`src/rtl/frame_buffer_scanout.sv`:
```
// rtl/frame_buffer_scanout.sv - double-buffered 8-column 1-bit framebuffer with row scanout
//
// Purpose:
//   Captures a 4-bit pixel nibble stream (framed by frame_sync) into a back
//   buffer, then replays the completed front buffer continuously as 8-bit
//   rows over a valid/ready stream. Front/back swap happens only at a
//   scanout frame boundary, so output frames never tear.
//
// Optional feature macro: FB_DROP_CNT_EN
//   When defined, adds drop_cnt[7:0], a saturating count of dropped frames.
//
// Ports:
//   clk, rst          - clock and asynchronous active-high reset
//   pixel_data[3:0]   - pixel nibble, bit0 = leftmost pixel of the nibble
//   pixel_valid       - pixel_data qualifier
//   frame_sync        - start-of-frame marker, qualified by pixel_valid
//   row_data[7:0]     - scanout row, bit0 = column 0
//   row_idx           - row number of row_data
//   row_sof           - high while row 0 is presented
//   row_valid         - scanout valid
//   row_ready         - scanout ready
//   frame_avail       - front buffer holds a complete frame
//   overflow          - sticky, an input frame was dropped
//   drop_cnt[7:0]     - dropped frame count (FB_DROP_CNT_EN only)

module frame_buffer_scanout #(
    parameter int ROWS = 8
) (
    input  logic                    clk,
    input  logic                    rst,
    input  logic [3:0]              pixel_data,
    input  logic                    pixel_valid,
    input  logic                    frame_sync,
    output logic [7:0]              row_data,
    output logic [$clog2(ROWS)-1:0] row_idx,
    output logic                    row_sof,
    output logic                    row_valid,
    input  logic                    row_ready,
    output logic                    frame_avail,
`ifdef FB_DROP_CNT_EN
    output logic [7:0]              drop_cnt,
`endif
    output logic                    overflow
);

    localparam int NIB_PER_FRAME = 2 * ROWS;
    localparam int RW            = $clog2(ROWS);
    localparam int NW            = $clog2(NIB_PER_FRAME);

    typedef enum logic [1:0] {
        C_IDLE,
        C_FILL,
        C_WAIT
    } cap_state_t;

    typedef enum logic {
        S_IDLE,
        S_SCAN
    } scan_state_t;

    cap_state_t        c_state_q, c_state_d;
    scan_state_t       s_state_q, s_state_d;
    logic [NW-1:0]     nib_cnt_q, nib_cnt_d;
    logic              swap_pending_q, swap_pending_d;
    logic              frame_avail_q, frame_avail_d;
    logic              overflow_q, overflow_d;
    logic [RW-1:0]     row_idx_q, row_idx_d;
    logic [7:0]        back_q  [ROWS];
    logic [7:0]        back_d  [ROWS];
    logic [7:0]        front_q [ROWS];
    logic [7:0]        front_d [ROWS];
`ifdef FB_DROP_CNT_EN
    logic [7:0]        drop_cnt_q, drop_cnt_d;
`endif

    logic              accept_sync;
    logic              last_row_hs;
    logic              swap_fire;
    logic              drop_evt;
    logic              wr_en;
    logic [NW-1:0]     wr_nib;

    assign accept_sync = pixel_valid & frame_sync;

    // The frame boundary seen by the consumer: the last row is being taken.
    assign last_row_hs = (s_state_q == S_SCAN) && row_ready && (row_idx_q == RW'(ROWS - 1));

    // swap_pending_q is only visible the cycle after the final nibble, so a
    // final nibble coinciding with last_row_hs naturally defers to the next
    // frame boundary.
    assign swap_fire = swap_pending_q && ((s_state_q == S_IDLE) || last_row_hs);

    // ------------------------------------------------------------------
    // Capture FSM
    // ------------------------------------------------------------------
    always_comb begin
        c_state_d      = c_state_q;
        nib_cnt_d      = nib_cnt_q;
        swap_pending_d = swap_pending_q;
        drop_evt       = 1'b0;
        wr_en          = 1'b0;
        wr_nib         = '0;

        case (c_state_q)
            C_IDLE: begin
                if (accept_sync) begin
                    wr_en     = 1'b1;
                    wr_nib    = '0;
                    nib_cnt_d = NW'(1);
                    c_state_d = C_FILL;
                end
            end
            C_FILL: begin
                if (pixel_valid) begin
                    wr_en = 1'b1;
                    if (frame_sync) begin
                        // Restart: stale nibbles are overwritten as the new
                        // frame arrives, no explicit clear needed.
                        wr_nib    = '0;
                        nib_cnt_d = NW'(1);
                    end else begin
                        wr_nib = nib_cnt_q;
                        if (nib_cnt_q == NW'(NIB_PER_FRAME - 1)) begin
                            nib_cnt_d      = '0;
                            swap_pending_d = 1'b1;
                            c_state_d      = C_WAIT;
                        end else begin
                            nib_cnt_d = nib_cnt_q + NW'(1);
                        end
                    end
                end
            end
            C_WAIT: begin
                if (accept_sync) begin
                    drop_evt = 1'b1;
                end
                if (swap_fire) begin
                    swap_pending_d = 1'b0;
                    c_state_d      = C_IDLE;
                end
            end
            default: begin
                c_state_d = C_IDLE;
            end
        endcase
    end

    always_comb begin
        overflow_d = overflow_q | drop_evt;
    end

`ifdef FB_DROP_CNT_EN
    always_comb begin
        drop_cnt_d = drop_cnt_q;
        if (drop_evt && (drop_cnt_q != 8'hFF)) begin
            drop_cnt_d = drop_cnt_q + 8'd1;
        end
    end
`endif

    // Back buffer write: nibble n lands in row n>>1, odd nibbles in the high half.
    always_comb begin
        for (int r = 0; r < ROWS; r++) begin
            back_d[r] = back_q[r];
        end
        if (wr_en) begin
            if (wr_nib[0]) begin
                back_d[wr_nib[NW-1:1]][7:4] = pixel_data;
            end else begin
                back_d[wr_nib[NW-1:1]][3:0] = pixel_data;
            end
        end
    end

    // ------------------------------------------------------------------
    // Scanout FSM and front buffer
    // ------------------------------------------------------------------
    always_comb begin
        s_state_d     = s_state_q;
        row_idx_d     = row_idx_q;
        frame_avail_d = frame_avail_q;
        for (int r = 0; r < ROWS; r++) begin
            front_d[r] = front_q[r];
        end

        case (s_state_q)
            S_IDLE: begin
                if (swap_fire) begin
                    s_state_d = S_SCAN;
                    row_idx_d = '0;
                end
            end
            S_SCAN: begin
                if (row_ready) begin
                    row_idx_d = (row_idx_q == RW'(ROWS - 1)) ? '0 : row_idx_q + RW'(1);
                end
            end
            default: begin
                s_state_d = S_IDLE;
            end
        endcase

        if (swap_fire) begin
            frame_avail_d = 1'b1;
            for (int r = 0; r < ROWS; r++) begin
                front_d[r] = back_q[r];
            end
        end
    end

    // ------------------------------------------------------------------
    // State registers
    // ------------------------------------------------------------------
    always_ff @(posedge clk or posedge rst) begin
        if (rst) begin
            c_state_q      <= C_IDLE;
            s_state_q      <= S_IDLE;
            nib_cnt_q      <= '0;
            swap_pending_q <= 1'b0;
            frame_avail_q  <= 1'b0;
            overflow_q     <= 1'b0;
            row_idx_q      <= '0;
            for (int r = 0; r < ROWS; r++) begin
                back_q[r]  <= '0;
                front_q[r] <= '0;
            end
        end else begin
            c_state_q      <= c_state_d;
            s_state_q      <= s_state_d;
            nib_cnt_q      <= nib_cnt_d;
            swap_pending_q <= swap_pending_d;
            frame_avail_q  <= frame_avail_d;
            overflow_q     <= overflow_d;
            row_idx_q      <= row_idx_d;
            for (int r = 0; r < ROWS; r++) begin
                back_q[r]  <= back_d[r];
                front_q[r] <= front_d[r];
            end
        end
    end

`ifdef FB_DROP_CNT_EN
    always_ff @(posedge clk or posedge rst) begin
        if (rst) begin
            drop_cnt_q <= '0;
        end else begin
            drop_cnt_q <= drop_cnt_d;
        end
    end

    assign drop_cnt = drop_cnt_q;
`endif

    // Front only changes on a swap, which cannot happen while a row is
    // stalled mid-frame, so row_data is stable under backpressure.
    assign row_valid   = (s_state_q == S_SCAN);
    assign row_idx     = row_idx_q;
    assign row_sof     = row_valid && (row_idx_q == '0);
    assign row_data    = front_q[row_idx_q];
    assign frame_avail = frame_avail_q;
    assign overflow    = overflow_q;

endmodule
```
`config.mk`:
```
export PLATFORM = sky130hd
export DESIGN_NAME = frame_buffer_scanout
export DESIGN_NICKNAME = d
export VERILOG_FILES = /design/src/rtl/frame_buffer_scanout.sv
export SDC_FILE = /design/constraint.sdc
export NUM_CORES = 1
export LEC_CHECK = 0
export CORE_MARGIN = 2
export CORE_UTILIZATION = 60
export CTS_CLUSTER_DIAMETER = 60
export DETAILED_ROUTE_END_ITERATION = 10
export GPL_TIMING_DRIVEN = 0
export PLACE_DENSITY = 0.8
export SKIP_LAST_GASP = 1
export SLEW_MARGIN = 20
export SYNTH_ARGS = -nofsm -noshare
export SYNTH_HDL_FRONTEND = slang
export SYNTH_SLANG_ARGS = --single-unit
```
`constraint.sdc`:
```
create_clock -name clk -period 4.95 [get_ports clk]
set_clock_uncertainty 0.1 [all_clocks]
set_input_delay 0.7425 -clock clk [delete_from_list [all_inputs] [get_ports clk]]
set_output_delay 0.7425 -clock clk [all_outputs]
set_load 0.02 [all_outputs]
```
# After elaboration in Yosys (flattened, before gate mapping)
# Cells that the tools add are included.
# word_totals
ff_bits,141
in_bits,9
elab_cells,97
# classes
n_lt_le_gt_ge,3
add_sub_neg,2
n_bitwise,5
n_reduce_logical,14
eq_ne,11
mux,39
# ops
operator,n
$bwmux W64,2
$mux W64,1
$demux W8 S3,2
$mux W4,8
$bmux W8 S3,1
$mux W8,3
$ne A2 B2 Y1 const B,7
$mux W2,5
$reduce_and A5 Y1,2
$mux W1,9
$mux W3,3
$ge A4 B4 Y1 const B,2
$not A3 Y4,2
$pmux W4 S2,1
$pmux W2 S3,1
$pmux W3 S2,1
$logic_and A1 B1 Y1,5
$add A4 B1 Y4 const B,1
$eq A4 B4 Y1 const B,1
$lt A4 B1 Y1 const B,1
$pmux W1 S2,2
$reduce_bool A2 Y1,2
$add A3 B1 Y3 const B,1
$eq A3 B3 Y1 const B,1
other kinds (10),10

# Depth between registers and ports, before layout
# Gate-level depths: netlist of the first run.
# depth
ltp_word,10
mapped_depth,7

# Least setup slack after synthesis of the first run
# Ideal clock, no wire load.
# synth_timing
path_kind,register to output
from,register row_idx_q[0] (netlist: row_idx[0])
to,output row_data[1]
slack_ps,2195
required_ps,4108
arrival_ps,1912
path_stages_with_launch,5
path_cell_list,dfrtp_1 -> buf_2 -> buf_2 -> mux4_2 -> mux2_2
# synth_between
elab_chain_len,4
# synth_lines
item,line,source
"start, declared",67,"logic [RW-1:0] row_idx_q, row_idx_d;"
"start signal, assigned",234,row_idx_q <= row_idx_d;
$not A3 Y4 (not written as such),259,assign row_data = front_q[row_idx_q];
$bmux W8 S3,259,
$mux W8 (not written as such) (2 in a row),259,
"end, declared",34,"output logic [7:0] row_data,"
# No other way between the ends. The select of a mux whose other input is x is not followed.

# Worst setup path after layout of the first run
# layout_timing
from,register row_idx_q[1] (netlist: row_idx[1])
to,output row_data[6]
# The elaborated chain is that of the path after synthesis.

==> flow_summary.toml, run 1 <==
[cells_and_area]
layout_commonest_cell = "dfrtp_1"
fin_util_pct = 72.0
finalNetCount = 452
final_area_sq_um = 7040
mostFrequentLayoutCells = "dfrtp_1, mux2_2, clkdlybuf4s50_1"
drive_gt1_share_pct = 46.2
diodes = 0
finalNonFillerCells = 585
area_delta_synth_final_pct = 16.0

[run]
max_cap_viol_count = 0

[clocking]
cts.clk_slew.worst_paths_ns = 0.06
clock_path_buffers = 2
cts_root_buf = "clkbuf_8"
cts.sinks = 141
ctsResizeCount = 0
cts_tree = "built"
clk_latency_ns = 0.54
hold_buffers = 0
postCtsSetupBuffers = 0
htree_levels = 4
cts_buffers = 17

[routing]
num_vias = 3503
vias_per_cell = 5.99
drt-wirelength-per-cell_um = 21.2
dr.pass1.iters = 5
drt_iter0_markers = 293
post-route-drc-count = 0
drt-total-wl_um = 12400
drtAntennaViolNets = 0

[sta]
finalWorstSetupSlack_ns = 0.994
min_period_ns = 3.96
hold_viol_final = 0
slew_headroom_pct = 53.7
max_freq_mhz = 253
setup_viol = 0
hold_ws_ns = 0.369
rsz0062_at_grt = "no"
fin_crit_sh_pct = 79.9
finalMaxSlewViolations = 0
tns_ns = 0
tightest_slew_ns = 0.695

[worst_setup_path]
start_kind = "flip-flop"
arrival_ns = 3.11
cp_cell_sequence = "clkbuf_1 > buf_2 > mux4_2 > mux2_2 > clkdlybuf4s50_1"
critPathRequiredTime_ns = 4.11
crit_fanout = 10
cpMaxStageDelayCell = "clkdlybuf4s50_1"
path_class = "reg -> out"
critical_path.max_stage_delay_ns = 0.56
end_kind = "primary output"

[floorplan]
die_w_um = 105
die-area_sq_um = 10900
die_y_um = 105
num_rows = 36
ios = 24
core_area_sq_um = 9770
start_util_pct = 62.0

[placement]
port_buffers = 22
dpl_cell_area_sq_um = 6480
place_congestion = 0.966
dp_hpwl_um = 8240
post-place-ws_ns = 1.50
dp.cells = 553

[global_route]
grt_max_degree = 104
antenna_found_initial = 0
track_usage_pct = 25.6
grt-ovfl-total = 0
grt_pass1_wl_um = 20500
grt_pass1_vias = 3716

[pwr]
power.density_nw_per_um2 = 497
totalPowerFinal_mw = 3.50
p_leak_nw = 3.40
peakVddDrop_v = 0.000381

[logic_synthesis]
syn_inst = 397
ys.warnings.count = 0
ys_types = 39
ys_seq_area_share_pct = 58.2
ys_seq_elements = 141
synth_fp_nets = 410
syn_avg_cell_area_sq_um = 15.3
synth_area_sq_um = 6060

[status]
status = "complete, no violations"

[min_path]
min_path_type = "reg -> reg"
routing by layer:
| layer | track usage, % | up-vias | part of all wire, % |
|---|---|---|---|
| met5 | 0 | - | 0 |
| met4 | 9.07 | 0 | 1.6 |
| met3 | 8.08 | 18 | 5.0 |
| met2 | 38.0 | 98 | 48 |
| met1 | 35.9 | 1853 | 45 |
| li1 | - | 1534 | - |
final timing paths:
path / from / endpoint / slack [ns] / cells after the start
max: row_idx[1] / row_data[6] / 0.99 / 5
min: frame_avail / frame_avail / 0.37 / 1
max reg2reg: row_idx[1] / front_q[2] / 2.62 / 7
min reg2reg: frame_avail / frame_avail / 0.37 / 1
max in group asynchronous: rst / front_q[39] / 3.52 / 3
min in group asynchronous: rst / back_q[2] / 0.47 / 2
critical path: cells and delay by family (launching register included):
family / cells / cell delay (ns)
mux: 2 / 0.67
buf+inv: 3 / 1.51
flops: 1 / 0.38
Yosys cell counts (all sizes together):
| cell type | count | area share (%) |
|---|---|---|
| nor2 | 10 | 0.62 |
| o21ai | 5 | 0.41 |
| a21oi | 1 | 0.082 |
| o21a | 1 | 0.12 |
| ha | 4 | 0.83 |
| nand2 | 13 | 0.80 |
| nand2b | 3 | 0.31 |
| o22ai | 1 | 0.10 |
| a31o | 1 | 0.14 |
| or2 | 2 | 0.21 |
| mux2 | 136 | 25 |
| buf | 18 | 2.0 |
| mux4 | 16 | 5.9 |
| a21bo | 1 | 0.17 |
| a22o | 1 | 0.14 |
| clkbuf | 7 | 0.43 |
| nand4b | 1 | 0.14 |
| o21bai | 1 | 0.12 |
| dfrtp | 141 | 58 |
| a32o | 3 | 0.50 |
| inv | 4 | 0.25 |
| nor3b | 2 | 0.43 |
| mux2i | 1 | 0.17 |
| nor4 | 1 | 0.10 |
| nor2b | 4 | 0.41 |
| nand3 | 4 | 0.33 |
| nand4 | 4 | 0.41 |
| a21o | 2 | 0.27 |
| nor3 | 5 | 0.58 |
| and4b | 1 | 0.19 |
| and3 | 2 | 0.23 |
| a22oi | 1 | 0.12 |
power breakdown:
group | internal, mW | switching (mW)
sequential | 1.37 | 0.121
combinational | 0.437 | 0.373
clock | 0.738 | 0.458
logic make-up after synthesis:
| logic type | synth area share [%] |
|---|---|
| flip-flops | 58.2 |
| AO/OA/AOI/OAI | 2.19 |
| adder cells (fa/ha/maj) | 0.825 |
| buffers and inverters | 2.66 |
| AND/OR/NAND/NOR | 4.77 |
| multiplexers | 31.4 |
state kept, by name (all words and copies together) (netlist names):
| name | count |
|---|---|
| front_q | 64 |
| row_valid | 1 |
| frame_avail | 1 |
| swap_pending_q | 1 |
| c_state_q | 2 |
| back_q | 64 |
| nib_cnt_q | 4 |
| row_idx | 3 |
| overflow | 1 |
cell type report:
type                            instances  area (sq um)
Buffer                                 25           146
Clock buffer                           24           460
Clock inverter                          8          90.1
Fill cell                             634          2740
Inverter                                4          22.5
Multi-Input combinational cell        227          2370
Sequential cell                       141          3530
Tap cell                              133           166
Timing Repair Buffer                   23           248
No activity file was read; power rests on OpenSTA's default activity.
==> run 2: changes to the inputs <==
- CORE_UTILIZATION: 60 -> 54
- PLACE_DENSITY: 0.8 -> 0.76
- clock period: 4.95 -> 3.3 ns (I/O delays scaled with it)
==> run 2 against run 1 <==
  * Sequential power increased by 50%
  * Design area increased by 1.1%
  * Clock-buffer cell count unchanged
  * Routed wire length decreased by 0.18%
  * Clock power increased by 48%
  * Sequential cell count unchanged
  * Combinational power increased by 52%
  * Die area increased by 11%
  * First-iteration DRC count decreased by 25%
  * Sequential share of layout area decreased by 0.56 points
  * Worst setup slack got worse by 0.91 ns
  * Cell count increased by 1.7%
  * Critical path type unchanged
==> flow_summary.toml, run 2 (same netlist as run 1, synthesis figures left out) <==
[pwr]
peakVddDrop_v = 0.000597
p_clk_share_pct = 33.8
seq_power_share_pct = 42.7
power.density_nw_per_um2 = 736
combPwrFrac_pct = 23.5
swShare_pct = 27.1
p_leak_nw = 3.46
p_int_mw = 3.82
p_sw_mw = 1.42
totalPowerFinal_mw = 5.24

[worst_setup_path]
critPathRequiredTime_ns = 2.70
arrival_ns = 2.62
reg2regPathDepth = 7
critical_path.max_stage_delay_ns = 0.54
start_kind = "flip-flop"
r2r_slack_ns = 0.90
path_class = "reg -> out"
cp_cell_sequence = "clkbuf_4 > buf_4 > mux4_2 > mux2_2 > clkdlybuf4s50_1"
crit_fanout = 10
end_kind = "primary output"
timing.rr.end = "front_q[11]"
r2r_start = "row_idx[0]"
cpMaxStageDelayCell = "clkdlybuf4s50_1"

[cells_and_area]
largest_registers = "back_q: 64 flops, front_q: 64 flops, nib_cnt_q: 4 flops"
finalNetCount = 455
finalNonFillerCells = 595
layout_commonest_cell = "dfrtp_1"
drive_gt1_share_pct = 46.8
area_delta_synth_final_pct = 17.3
diodes = 0
mostFrequentLayoutCells = "dfrtp_1, mux2_2, mux4_2, clkbuf_16, clkdlybuf4s50_1"

[placement]
port_buffers = 22
dp.cells = 563
place_congestion = 0.823
dp_hpwl_um = 8500

[sta]
slew_headroom_pct = 54.8
min_period_ns = 3.22
fin_crit_sh_pct = 97.6
max_freq_mhz = 311
setup_viol = 0
tightest_slew_ns = 0.678
finalMaxSlewViolations = 0
hold_viol_final = 0
rsz0062_at_grt = "no"

[routing]
post-route-drc-count = 0
drtAntennaViolNets = 0
dr.pass1.iters = 4
vias_per_cell = 5.81
drt_iter0_markers = 220
num_vias = 3456
drt-total-wl_um = 12400
drt-wirelength-per-cell_um = 20.8

[global_route]
antenna_found_initial = 0
track_usage_pct = 23.8
grt-ovfl-total = 0
grt_max_degree = 35
grt_pass1_vias = 3730
grt_pass1_wl_um = 20400

[status]
status = "complete, no violations"

[min_path]
hold_end = "overflow"
min_from = "frame_sync"
min_path_type = "in -> reg"
holdPathStages = 2

[clocking]
cts.clk_slew.worst_paths_ns = 0.06
cts.sinks = 141
cts_tree = "built"
cts_root_buf = "clkbuf_8"
cts_buffers = 17
clk_latency_ns = 0.52
clock_path_buffers = 2
htree_levels = 4

[floorplan]
die_y_um = 110
ios = 24
die_w_um = 110
core_area_sq_um = 10900
die-area_sq_um = 12100
num_rows = 38
start_util_pct = 55.7

[run]
max_cap_viol_count = 0
## run 2: layer usage
layer	GRT usage [%]	part of all wire, %
met1	32.7	45
met2	37.9	49
met5	0	0
met4	6.87	0.98
met3	5.87	4.4
## run 2: timing repair
| action | CTS | global route |
|---|---|---|
| hold buffers | 0 | 0 |
| resized for setup | 15 | 0 |
| endpoints found under the setup margin | 9 | 0 |
| setup buffers | 0 | 0 |
## run 2: layout make-up
type,count,area (sq um)
Inverter,4,18.8
Sequential cell,141,3530
Buffer,25,169
Fill cell,772,3770
Timing Repair Buffer,26,299
Clock buffer,24,460
Tap cell,140,175
Clock inverter,8,90.1
Multi-Input combinational cell,227,2370
## run 2: worst max-delay path: cells and delay by family, from the launching register on
family	cells	cell delay, ns
buffers and inverters	3	1.06
multiplexers	2	0.64
flip-flops	1	0.40
## run 2: how the worst max path moves through the flow
| stage | from | to | depth (start not counted) |
|---|---|---|---|
| after floorplan | row_idx[0] | row_data[1] | 4 |
| after global placement | rst | back_q[36] | 2 |
| after detailed placement | row_idx[0] | row_data[6] | 5 |
| after CTS | row_idx[1] | row_data[0] | 5 |
| after global routing | row_idx[1] | row_data[0] | 5 |
| final | row_idx[1] | row_data[0] | 5 |
## run 2: metrics by stage
step                utilization (%)  setup TNS [ns]  setup WS [ns]  hold slack (ns)  area [sq um]
floorplan                         -               0          0.793            0.374          6070
global placement               59.4          -22.58         -0.170            0.349          6460
detailed placement             60.2               0         0.0807            0.358          6550
CTS                            65.3               0         0.0742            0.142          7110
global route                   65.3               0        0.00989            0.146          7110
finish                         65.3               0         0.0805            0.160          7110
## run 2: power groups by stage
| stage | Combinational (mW) | Sequential [mW] | Clock (mW) |
|---|---|---|---|
| floorplan | 0.851 | 2.22 | 0 |
| global placement | 1.19 | 2.24 | 0 |
| detailed placement | 1.24 | 2.26 | 0 |
| CTS | 1.25 | 2.24 | 1.80 |
| global route | 1.33 | 2.28 | 1.88 |
| finish | 1.23 | 2.23 | 1.77 |
==> run 3: changes to the inputs <==
- CORE_UTILIZATION: 54 -> 50
- PLACE_DENSITY: 0.76 -> 0.71
==> run 3 against run 2 <==
  * Global-route usage decreased by 1.7 points
  * Total power rose by 3.4%
  * Combinational power barely moved
  * Non-clock buffer count rose by 1
  * Worst hold slack gained 0.10 ns
  * Clock power rose by 9%
  * Fmax up 0.76%
  * Utilization decreased by 4.7 points
  * Critical path depth is the same
  * Clock-buffer cell count up 2
  * Critical endpoint is now row_data[5]
==> flow_summary.toml, run 3 (same netlist as run 1, synthesis figures left out) <==
[status]
status = "complete, no violations"

[run]
max_cap_viol_count = 0

[clocking]
clock_path_buffers = 2
clk_latency_ns = 0.42
cts.clk_slew.worst_paths_ns = 0.06
cts_root_buf = "clkbuf_16"
cts.sinks = 141
cts_buffers = 17
ctsResizeCount = 6
postCtsSetupBuffers = 0
htree_levels = 4
cts_tree = "built"
hold_buffers = 0

[global_route]
antenna_found_initial = 0
grt_max_degree = 33
grt_pass1_wl_um = 20800
grt-ovfl-total = 0
grt_pass1_vias = 3735
track_usage_pct = 22.1

[worst_setup_path]
r2r_start = "row_idx[0]"
crit_fanout = 10
path_class = "reg -> out"
reg2regPathDepth = 7
startpoint = "row_idx[0]"
r2r_slack_ns = 0.95
end_kind = "primary output"
timing.rr.end = "front_q[14]"
cp-endpoint = "row_data[5]"
critPathRequiredTime_ns = 2.70
start_kind = "flip-flop"
arrival_ns = 2.60

[cells_and_area]
fin_util_pct = 60.6
diodes = 0
seq_area_sq_um = 3530
final_area_sq_um = 7220
area_delta_synth_final_pct = 19.0
mostFrequentLayoutCells = "dfrtp_1, mux2_2, clkdlybuf4s50_1"
layout_commonest_cell = "dfrtp_1"
multi_input_area_sq_um = 2370
n_fill_cell = 910
largest_registers = "back_q: 64 flops, front_q: 64 flops, nib_cnt_q: 4 flops"
drive_gt1_share_pct = 47.5
finalNetCount = 456

[floorplan]
die_y_um = 114
core_area_sq_um = 11900
num_rows = 40
start_util_pct = 50.9
die_w_um = 114
die-area_sq_um = 13000
ios = 24

[placement]
port_buffers = 22
post-place-ws_ns = 0.0805
place_congestion = 0.845
dpl_cell_area_sq_um = 6580
dp_hpwl_um = 8540

[routing]
drt_iter0_markers = 265
num_vias = 3420
dr.pass1.iters = 4
post-route-drc-count = 0
drt-total-wl_um = 12600
drtAntennaViolNets = 0
vias_per_cell = 5.68
drt-wirelength-per-cell_um = 21.0

[pwr]
peakVddDrop_v = 0.000491
p_clk_share_pct = 35.6
combPwrFrac_pct = 23.3
p_sw_mw = 1.43
p_int_mw = 3.98
p_leak_nw = 3.53
totalPowerFinal_mw = 5.42
swShare_pct = 26.5
seq_power_share_pct = 41.1
power.density_nw_per_um2 = 750

[sta]
hold_viol_final = 0
setup_viol = 0
finalWorstSetupSlack_ns = 0.105
fin_crit_sh_pct = 96.8
slew_headroom_pct = 52.1
max_freq_mhz = 313
rsz0062_at_grt = "no"
finalMaxSlewViolations = 0
min_period_ns = 3.20
tightest_slew_ns = 0.719

[min_path]
min_path_type = "in -> async"
[run 3: stage by stage]
step	instances	setup TNS [ns]	hold WS (ns)
2_1_floorplan	397	0	0.374
3_3_place_gp	566	-27.93	0.351
3_5_place_dp	571	0	0.351
4_1_cts	602	0	0.258
5_1_grt	602	0	0.269
6_report	602	0	0.261
[run 3: cell type report]
class | instances | share of cell area (%)
multi-input combinational | 227 | 32.9
timing repair buffer | 27 | 4.68
clock inverter | 5 | 1.07
clock buffer | 26 | 7.33
tap | 147 | 2.55
buffer | 25 | 2.34
sequential | 141 | 48.9
inverter | 4 | 0.260
[run 3: power groups by stage]
stage	clock (mW)	sequential (mW)	combinational, mW
after floorplan	0	2.22	0.851
after global placement	0	2.24	1.21
after detailed placement	0	2.26	1.26
after CTS	1.95	2.23	1.28
after global routing	2.04	2.27	1.36
final	1.93	2.23	1.26
[run 3: worst min-delay path by stage]
stage,slack (ns),startpoint,endpoint,cells past startpoint
3_3_place_gp,0.35,frame_avail,frame_avail,1
5_1_grt,0.27,frame_sync,overflow,2
4_1_cts,0.26,rst,back_q[10],2
2_1_floorplan,0.37,front_q[47],front_q[47],1
6_report,0.26,rst,back_q[10],2
3_5_place_dp,0.35,frame_avail,frame_avail,1
[run 3: metal layers]
layer / global-route usage [%] / share of wire, %
met5: 0 / 0
met4: 7.56 / 1.8
met3: 6.46 / 5.8
met2: 33.7 / 47
met1: 30.7 / 45
[run 3: worst max-delay path, cell delays in order, from the launching register on]
cell	delay, ns
dfrtp_1	0.42
buf_8	0.21
buf_6	0.21
mux4_2	0.52
mux2_2	0.28
clkdlybuf4s50_1	0.54
